### config.mk
export PLATFORM = sky130hd
export DESIGN_NAME = cla_adder_pipelined
export DESIGN_NICKNAME = d
export VERILOG_FILES = /design/src/rtl/cla_adder_pipelined.sv
export SDC_FILE = /design/constraint.sdc
export NUM_CORES = 1
export LEC_CHECK = 0
export ABC_AREA = 1
export CAP_MARGIN = 40
export CORE_MARGIN = 2
export CORE_UTILIZATION = 50
export DETAILED_ROUTE_END_ITERATION = 16
export HOLD_SLACK_MARGIN = 0.12
export PLACE_DENSITY = 0.79
export SETUP_SLACK_MARGIN = 0.15
export SLEW_MARGIN = 20
export SYNTH_ARGS = -nofsm -noshare
export SYNTH_HDL_FRONTEND = slang
export SYNTH_SLANG_ARGS = --single-unit
### constraint.sdc
create_clock -name clk -period 3.31 [get_ports clk]
set_input_delay 0.4965 -clock clk [delete_from_list [all_inputs] [get_ports clk]]
set_output_delay 0.4965 -clock clk [all_outputs]
set_load 0.02 [all_outputs]
### src/rtl/cla_adder_pipelined.sv
// Two-stage pipelined carry-lookahead adder/subtractor with valid/ready flow control.
// Stage 1 forms effective operands and bit/group propagate-generate terms.
// Stage 2 resolves group carries by lookahead, then bit carries inside each group.
module cla_adder_pipelined #(
  parameter int WIDTH = 16,
  parameter int GROUP = 4
) (
  input  logic             clk,
  input  logic             rst,
  input  logic             in_valid,
  output logic             in_ready,
  input  logic [WIDTH-1:0] a,
  input  logic [WIDTH-1:0] b,
  input  logic             ci,
  input  logic             sub,
  output logic             out_valid,
  input  logic             out_ready,
  output logic [WIDTH-1:0] sum,
  output logic             cout,
  output logic             ovf
);

  localparam int NG  = WIDTH / GROUP;
  localparam int MSB = WIDTH - 1;

  // Flattened lookahead carry after n positions:
  //   c_n = g[n-1] | p[n-1]g[n-2] | ... | p[n-1..0]c0
  // Written as a sum of products so no term depends on a previous carry.
  function automatic logic la_carry(input logic [WIDTH-1:0] gv,
                                    input logic [WIDTH-1:0] pv,
                                    input logic             c0,
                                    input int               n);
    logic res;
    logic term;
    res = c0;
    for (int l = 0; l < WIDTH; l++)
      if (l < n) res = res & pv[l];
    for (int m = 0; m < WIDTH; m++) begin
      term = (m < n) ? gv[m] : 1'b0;
      for (int l = 0; l < WIDTH; l++)
        if (l > m && l < n) term = term & pv[l];
      res = res | term;
    end
    return res;
  endfunction

  // Handshake: each stage advances when the stage after it is free or draining.
  logic adv1, adv2;
  logic s1_valid;

  assign adv2     = !out_valid | out_ready;
  assign adv1     = !s1_valid | adv2;
  assign in_ready = adv1;

  // Stage 1 combinational terms.
  logic [WIDTH-1:0] be;
  logic             cin_e;
  logic [WIDTH-1:0] p_c, g_c;
  logic [NG-1:0]    gp_c, gg_c;

  assign be    = b ^ {WIDTH{sub}};
  assign cin_e = ci ^ sub;
  assign p_c   = a ^ be;
  assign g_c   = a & be;

  genvar gi;
  generate
    for (gi = 0; gi < NG; gi++) begin : g_grp_pg
      assign gp_c[gi] = &p_c[gi*GROUP +: GROUP];
      assign gg_c[gi] = la_carry(WIDTH'(g_c[gi*GROUP +: GROUP]),
                                 WIDTH'(p_c[gi*GROUP +: GROUP]), 1'b0, GROUP);
    end
  endgenerate

  // Stage 1 registers.
  logic [WIDTH-1:0] p_reg, g_reg;
  logic [NG-1:0]    gp_reg, gg_reg;
  logic             cin_reg, a_msb_reg, be_msb_reg;

  // Capture operand terms whenever stage 1 is free to advance.
  always_ff @(posedge clk or posedge rst) begin
    if (rst) begin
      s1_valid   <= 1'b0;
      p_reg      <= '0;
      g_reg      <= '0;
      gp_reg     <= '0;
      gg_reg     <= '0;
      cin_reg    <= 1'b0;
      a_msb_reg  <= 1'b0;
      be_msb_reg <= 1'b0;
    end else if (adv1) begin
      s1_valid   <= in_valid;
      p_reg      <= p_c;
      g_reg      <= g_c;
      gp_reg     <= gp_c;
      gg_reg     <= gg_c;
      cin_reg    <= cin_e;
      a_msb_reg  <= a[MSB];
      be_msb_reg <= be[MSB];
    end
  end

  // Stage 2: group carries from group P/G, then bit carries from each group carry-in.
  logic [NG:0]      grp_c;
  logic [WIDTH-1:0] c_c;
  logic [WIDTH-1:0] sum_c;
  logic             cout_c, ovf_c;

  generate
    for (gi = 0; gi <= NG; gi++) begin : g_grp_carry
      assign grp_c[gi] = la_carry(WIDTH'(gg_reg), WIDTH'(gp_reg), cin_reg, gi);
    end
    for (gi = 0; gi < WIDTH; gi++) begin : g_bit_carry
      assign c_c[gi] = la_carry(WIDTH'(g_reg[(gi/GROUP)*GROUP +: GROUP]),
                                WIDTH'(p_reg[(gi/GROUP)*GROUP +: GROUP]),
                                grp_c[gi/GROUP], gi % GROUP);
    end
  endgenerate

  assign sum_c  = p_reg ^ c_c;
  assign cout_c = grp_c[NG];
  assign ovf_c  = (a_msb_reg == be_msb_reg) & (sum_c[MSB] != a_msb_reg);

  // Result register; holds while downstream stalls a valid result.
  always_ff @(posedge clk or posedge rst) begin
    if (rst) begin
      out_valid <= 1'b0;
      sum       <= '0;
      cout      <= 1'b0;
      ovf       <= 1'b0;
    end else if (adv2) begin
      out_valid <= s1_valid;
      sum       <= sum_c;
      cout      <= cout_c;
      ovf       <= ovf_c;
    end
  end

endmodule

# After elaboration in Yosys (flattened, before gate mapping)
# Cells that the tools add are included.
dict set report classes {
  add_sub_neg 0
  mul 0
  div_mod_pow 0
  order_cmp 0
  n_eq_ne 2
  n_shift 0
  mux 0
  n_bitwise 112
  n_reduce_logical 6
}
# op n
set op_table {}
lappend op_table {{1-bit bitwise AND} 59}
lappend op_table {{1-bit OR} 48}
lappend op_table {{16-bit XOR} 3}
lappend op_table {{16-bit bitwise AND} 1}
lappend op_table {{4-bit AND reduction} 4}
lappend op_table {{1-bit zero test} 2}
lappend op_table {{1-bit equality test} 1}
lappend op_table {{1-bit inequality test} 1}
lappend op_table {{1-bit XOR} 1}
dict set report word_totals {
  register_bits 62
  latchBits 0
  ramBits 0
  rom_bits 0
  in_bits 38
  out_inout_bits 20
  wordCells 132
  memories 0
}

# Logic depth before layout (Yosys ltp)
# Gate-level depths: netlist (run 1).
dict set report logic_depth {
  depth_word 15
  mapped_depth 11
  mapped_depth_nobuf 11
}

# Worst setup path before layout (run 1)
# OpenSTA, ideal clock, no wires.
dict set report synth_timing {
  kind {input to register}
  start {in sub}
  end {reg gg_reg[2]}
  setup_time_ns 0.130
  arrival_ns 1.712
  required_ns 3.180
  slack_ns 1.468
  stages 8
  n_path_buf 2
  cell_sequence {buf_2 > buf_4 > xor2_1 > ha_1 > nand2_1 > inv_1 > nor4_1 > a21oi_1}
}
dict set report synth_between {
  elab_cells_between_ends 12
  cone_classes {12 x bitwise}
}
# element line
set synth_lines {}
lappend synth_lines {{start: declaration} 15} ;# input logic sub,
lappend synth_lines {{16-bit XOR *} 61} ;# assign be = b ^ {WIDTH{sub}};
lappend synth_lines {{16-bit XOR *} 63} ;# assign p_c = a ^ be;
lappend synth_lines {{via p_c[11]} 58} ;# logic [WIDTH-1:0] p_c, g_c;
lappend synth_lines {{1-bit bitwise AND} 41} ;# if (l > m && l < n) term = term & pv[l];
lappend synth_lines {{1-bit OR} 42} ;# res = res | term;
lappend synth_lines {{1-bit OR * (2 in a row)} 42}
lappend synth_lines {{end signal: assignment} 96} ;# gg_reg <= gg_c;
lappend synth_lines {{end: declaration} 77} ;# logic [NG-1:0] gp_reg, gg_reg;
# The timed path passes the listed nets; every way through them passes the cells marked *.
# A chain may end at the register's enable or synchronous reset.

# Worst setup path in the final report (run 1)
dict set report layout_timing {
  start {in out_ready}
  end {out in_ready}
}
dict set report layout_between {
  elab_chain_len 2
}
# element line
set layout_lines {}
lappend layout_lines {{start: declaration} 17} ;# input logic out_ready,
lappend layout_lines {{1-bit OR} 51} ;# assign adv2 = !out_valid | out_ready;
lappend layout_lines {{1-bit OR} 52} ;# assign adv1 = !s1_valid | adv2;
lappend layout_lines {{end: declaration} 11} ;# output logic in_ready,
# No other way between the ends.

==> impl_metrics.tcl, run 1 <==
set metrics [dict create \
    cp_slowest_cell "clkdlybuf4s50_1" \
    placed_cell_area_um2 3620 \
    arrival_ns 2.05 \
    post_cts_resized 0 \
    rr_endpoint "sum[11]" \
    netlist_instances 346 \
    cellPowerDensity_nw_per_um2 627 \
    status "finished, final reports clean" \
    synth.net_count 404 \
    dieArea_um2 6670 \
    final_nets 463 \
    setup_slack_ns 0.759 \
    worstPathCellList "clkdlybuf4s50_1 > inv_2 > nand2_4 > nor2_8 > inv_4 > clkdlybuf4s50_1" \
    num_rows 28 \
    die_w_um 81.7 \
    grt_pass1_vias 2262 \
    timing.rr.start "cin_reg" \
    hp-class "reg -> reg" \
    period_needed_ns 2.55 \
    critical_path.max_fanout 27 \
    utilization_pct 65.6 \
    hp-start "sum[4]" \
    wl_um 6530 \
    yosysSeqAreaShare_pct 48.9 \
    die_y_um 81.7 \
    mostFrequentLayoutCells "121 x nand2_1, 59 x dfrtp_1, 57 x clkdlybuf4s50_1" \
    drv_cap 0 \
    whs_ns 0.469 \
    drc 0 \
    clk_latency_ns 0.34 \
    critical_path_class "in -> out" \
    max_slew_margin_pct 51.8 \
    synthToLayoutAreaGrowth_pct 28.1 \
    clk_pin_slew_worst_paths_ns 0.07 \
    portBuffers 57 \
    avgViaCountPerCell 5.18 \
    final_cell_area_um2 3860 \
    whs_endpoint "sum[4]" \
    place_ws_ns 0.759 \
    dr.pass1.iters 5 \
    synth-seq-cells 59 \
    leakagePower_nw 1.90 \
    cp-end-kind "output port" \
    rrSetupSlack_ns 1.61 \
    synth_area_um2 3020 \
    core-area_um2 5890 \
    final_common_cell "nand2_1" \
    max_slew.worst_pin.slew_ns 0.722 \
    setup_viol 0 \
    root_buffer "clkbuf_8" \
    cts_sinks 59 \
    max-vdd-ir-drop_mv 0.332 \
    grt_antenna_before_repair 0 \
    vias 2510 \
    skew_ns 0.00999 \
    finalMaxSlewViolations 0 \
    worst-path-stages 6 \
    hold_depth 2 \
    cts_tree "done" \
    numCtsBuffers 9 \
    start_kind "primary input" \
    start_util_pct 51.3 \
    grt_max_degree 60 \
    max_stage_delay_ns 0.54 \
    yosysWarnings 0 \
    overflow 0 \
    crit_path_frequent_cell "clkdlybuf4s50_1" \
    rsz0062_at_grt "no" \
    io_pins 58 \
    synth.avg_cell_area_um2 8.72 \
    required_ns 2.81 \
    path_delay_family "buffers and inverters" \
    postRouteAntennaNets 0 \
    wl_per_cell_um 13.5 \
    clock_path_buffers 2 \
    drive_gt1_share_pct 6.59 \
    ff2ff_path_depth 10 \
    cts_max_level 3 \
    post_cts_buffers 0 \
    place.gp.congestion 0.828 \
    setup_tns_ns 0 \
    post-route-period-util_pct 77.1 \
    drtIter0Drc 198 \
    worstPathBufferInverterCount 4 \
    post_synth_num_cell_types 28 \
    final_hold_viol_count 0 \
    antennaDiodeCount 0 \
    post-dp-hpwl_um 4620 \
    hold_buffers 0 \
    timing.fmax_ghz 0.392 \
    grt_pass1_wl_um 10400 \
    grt.total_usage_pct 21.2 \
]
==> logic make-up after synthesis <==
logic type / share of synthesized area (%)
XOR/XNOR: 4.94
buffers and inverters: 5.77
AO/OA/AOI/OAI: 8.17
adder cells (fa/ha/maj): 8.30
AND/OR/NAND/NOR: 23.9
flip-flops: 48.9
==> cells in the mapped netlist (all sizes together) <==
cell	instances	area (µm²)
a31oi	1	6.26
ha	20	250
a21o	1	7.51
a41oi	1	16.3
buf	12	81.3
nor2	12	61.3
nand4	4	25.0
dfrtp	59	1480
xor2	16	140
o31ai	3	22.5
xnor2	1	8.76
nand3	23	115
o22ai	1	6.26
nor4	2	12.5
a21oi	7	35.0
or2	1	6.26
nand2	122	465
nor3	7	35.0
inv	24	92.6
o21ai	29	153
==> report_power, final <==
part	switching, mW	total [mW]	internal [mW]
clock network	0.281	0.799	0.518
registers	0.0841	0.944	0.859
logic	0.376	0.681	0.305
==> how the worst max path moves through the flow <==
stage	from	endpoint	slack (ns)
finish	out_ready	in_ready	0.76
global route	out_ready	in_ready	0.66
CTS	out_ready	in_ready	0.76
detailed placement	out_ready	in_ready	0.76
global placement	out_ready	in_ready	0.76
floorplan	rst	a_msb_reg	1.36
==> area by class of cell <==
| type | count | area (µm²) |
|---|---|---|
| Sequential cell | 59 | 1480 |
| Multi-Input combinational cell | 251 | 1370 |
| Fill cell | 492 | 2020 |
| Timing Repair Buffer | 60 | 593 |
| Clock inverter | 5 | 100 |
| Tap cell | 75 | 93.8 |
| Inverter | 24 | 92.6 |
| Clock buffer | 11 | 141 |
==> layer usage <==
metal | GRT usage, % | share of wire, % | routed length (µm)
met5 | 0 | 0 | 0
met2 | 32.0 | 46 | 3020
met4 | 10.5 | 2.2 | 146
met1 | 29.1 | 46 | 2980
met3 | 4.07 | 5.8 | 381
==> tightest hold or removal path, delay by kind of cell (launching register included) <==
family	cells	cell delay, ns
flip-flops	1	0.34
AND/OR/NAND/NOR	2	0.09
==> through the flow <==
stage | total power, mW | std cells
finish | 2.42 | 485
global route | 2.55 | 485
CTS | 2.43 | 485
detailed placement | 1.63 | 469
global placement | 1.61 | 469
floorplan | 1.35 | 346
No activity file was read; power rests on OpenSTA's default activity.
==> run 2: changes to the inputs <==
--- a/config.mk
+++ b/config.mk
@@ -8,10 +8,10 @@
 export ABC_AREA = 1
 export CAP_MARGIN = 40
 export CORE_MARGIN = 2
-export CORE_UTILIZATION = 50
+export CORE_UTILIZATION = 47
 export DETAILED_ROUTE_END_ITERATION = 16
 export HOLD_SLACK_MARGIN = 0.12
-export PLACE_DENSITY = 0.79
+export PLACE_DENSITY = 0.78
 export SETUP_SLACK_MARGIN = 0.15
 export SLEW_MARGIN = 20
 export SYNTH_ARGS = -nofsm -noshare
==> constraint.sdc (replaced) <==
create_clock -name clk -period 2.16 [get_ports clk]
set_input_delay 0.324 -clock clk [delete_from_list [all_inputs] [get_ports clk]]
set_output_delay 0.324 -clock clk [all_outputs]
set_load 0.02 [all_outputs]
==> run 2 against run 1 <==
Effect of this change:
- combinational power increased by 56%
- flip-flop and latch count unchanged
- setup slack got worse by 0.53 ns
- critical path depth is the same
- worst hold slack got worse by 0.12 ns
- wire length is 5.9% higher
- sequential share of layout area shrank 0.14 points
- first-iteration DRC count down 9.1%
- final cell count grew 0.82%
- sequential power rose by 54%
- highest routed layer unchanged
==> impl_metrics.tcl, run 2 (synthesis results as in run 1) <==
set metrics [dict create \
    ff2ff_path_depth 10 \
    rsz0062_at_grt "no" \
    placed_cell_area_um2 3660 \
    grt_max_degree 60 \
    wl_per_cell_um 14.1 \
    start_kind "primary input" \
    start_util_pct 48.1 \
    clk_latency_ns 0.34 \
    critical_path_class "in -> out" \
    fill_cells 503 \
    synthToLayoutAreaGrowth_pct 28.5 \
    antennaDiodeCount 0 \
    io_pins 58 \
    post-route-period-util_pct 89.5 \
    grt_pass1_wl_um 11800 \
    status "finished, final reports clean" \
    post_cts_buffers 0 \
    ff_latch_area_um2 1480 \
    hp-class "in -> async" \
    finalPower_mw 3.57 \
    wl_um 6920 \
    required_ns 1.84 \
    portBuffers 57 \
    root_buffer "clkbuf_8" \
    grt_antenna_before_repair 0 \
    die_w_um 84.1 \
    cts_tree "done" \
    clock_path_buffers 2 \
    postRouteAntennaNets 0 \
    max-vdd-ir-drop_mv 0.389 \
    drv_cap 0 \
    grt_pass1_vias 2520 \
    arrival_ns 1.61 \
    skew_ns 0.00481 \
    final_nets 465 \
    die_y_um 84.1 \
    cts_max_level 3 \
    period_needed_ns 1.93 \
    post_cts_resized 0 \
    utilization_pct 61.8 \
    timing.fmax_ghz 0.517 \
    vias 2531 \
    setup_tns_ns 0 \
    cp-end-kind "output port" \
    max_slew_margin_pct 60.1 \
    core-area_um2 6280 \
    drive_gt1_share_pct 7.28 \
    critical_path.max_fanout 2 \
    drtIter0Drc 180 \
    dieArea_um2 7080 \
    leakagePower_nw 1.91 \
    setup_viol 0 \
    overflow 0 \
    dr.pass1.iters 4 \
    hold_buffers 0 \
    num_rows 29 \
    final_hold_viol_count 0 \
    final_common_cell "nand2_1" \
    mostFrequentLayoutCells "121 x nand2_1, 59 x dfrtp_1, 57 x clkdlybuf4s50_1" \
    place.gp.congestion 0.831 \
    cellPowerDensity_nw_per_um2 920 \
    max_slew.worst_pin.slew_ns 0.599 \
    multiInputGateArea_um2 1370 \
    finalMaxSlewViolations 0 \
    whs_ns 0.349 \
    clk_pin_slew_worst_paths_ns 0.07 \
    grt.total_usage_pct 21.3 \
    numCtsBuffers 9 \
    post-dp-hpwl_um 4970 \
    cts_sinks 59 \
    drc 0 \
    final_cell_area_um2 3880 \
    avgViaCountPerCell 5.18 \
]
[run 2: final timing paths]
kind | to | slack (ns) | startpoint
setup / recovery | in_ready | 0.23 | out_ready
hold / removal | out_valid | 0.35 | rst
hold reg to reg | sum[8] | 0.47 | sum[8]
max in group asynchronous | g_reg[9] | 1.53 | rst
min in group clk | sum[8] | 0.47 | sum[8]
setup reg to reg | sum[11] | 0.31 | cin_reg
[run 2: cell type report]
cell class / instances / share of cell area (%)
Clock buffer: 12 / 4.26
Clock inverter: 4 / 1.23
Inverter: 24 / 2.39
Multi-Input combinational cell: 251 / 35.2
Sequential cell: 59 / 38.1
Tap cell: 77 / 2.48
Timing Repair Buffer: 62 / 16.3
[run 2: critical path, cell delays in order]
cell             delay (ns)
clkdlybuf4s50_1        0.47
inv_2                  0.04
nand2_4                0.08
nor2_8                 0.04
inv_4                  0.06
clkdlybuf4s50_1        0.59
[run 2: power by group]
part / total, mW / switching [mW] / internal, mW
clock network: 1.06 / 0.435 / 0.623
registers: 1.45 / 0.136 / 1.32
logic: 1.06 / 0.582 / 0.475
total: 3.57 / 1.15 / 2.42
[run 2: routing by layer]
layer	wire length, µm	up-vias	global-route usage (%)
met5	0	-	0
met4	187	0	11.1
met3	228	16	3.07
met2	3480	60	34.8
met1	3020	1204	27.6
li1	-	1251	-
[run 2: through the flow]
| stage | instances | setup WS [ns] |
|---|---|---|
| 6_report | 489 | 0.226 |
| 5_1_grt | 489 | 0.174 |
| 4_1_cts | 489 | 0.214 |
| 3_5_place_dp | 473 | 0.0782 |
| 3_3_place_gp | 473 | 0.181 |
| 2_1_floorplan | 346 | 0.380 |
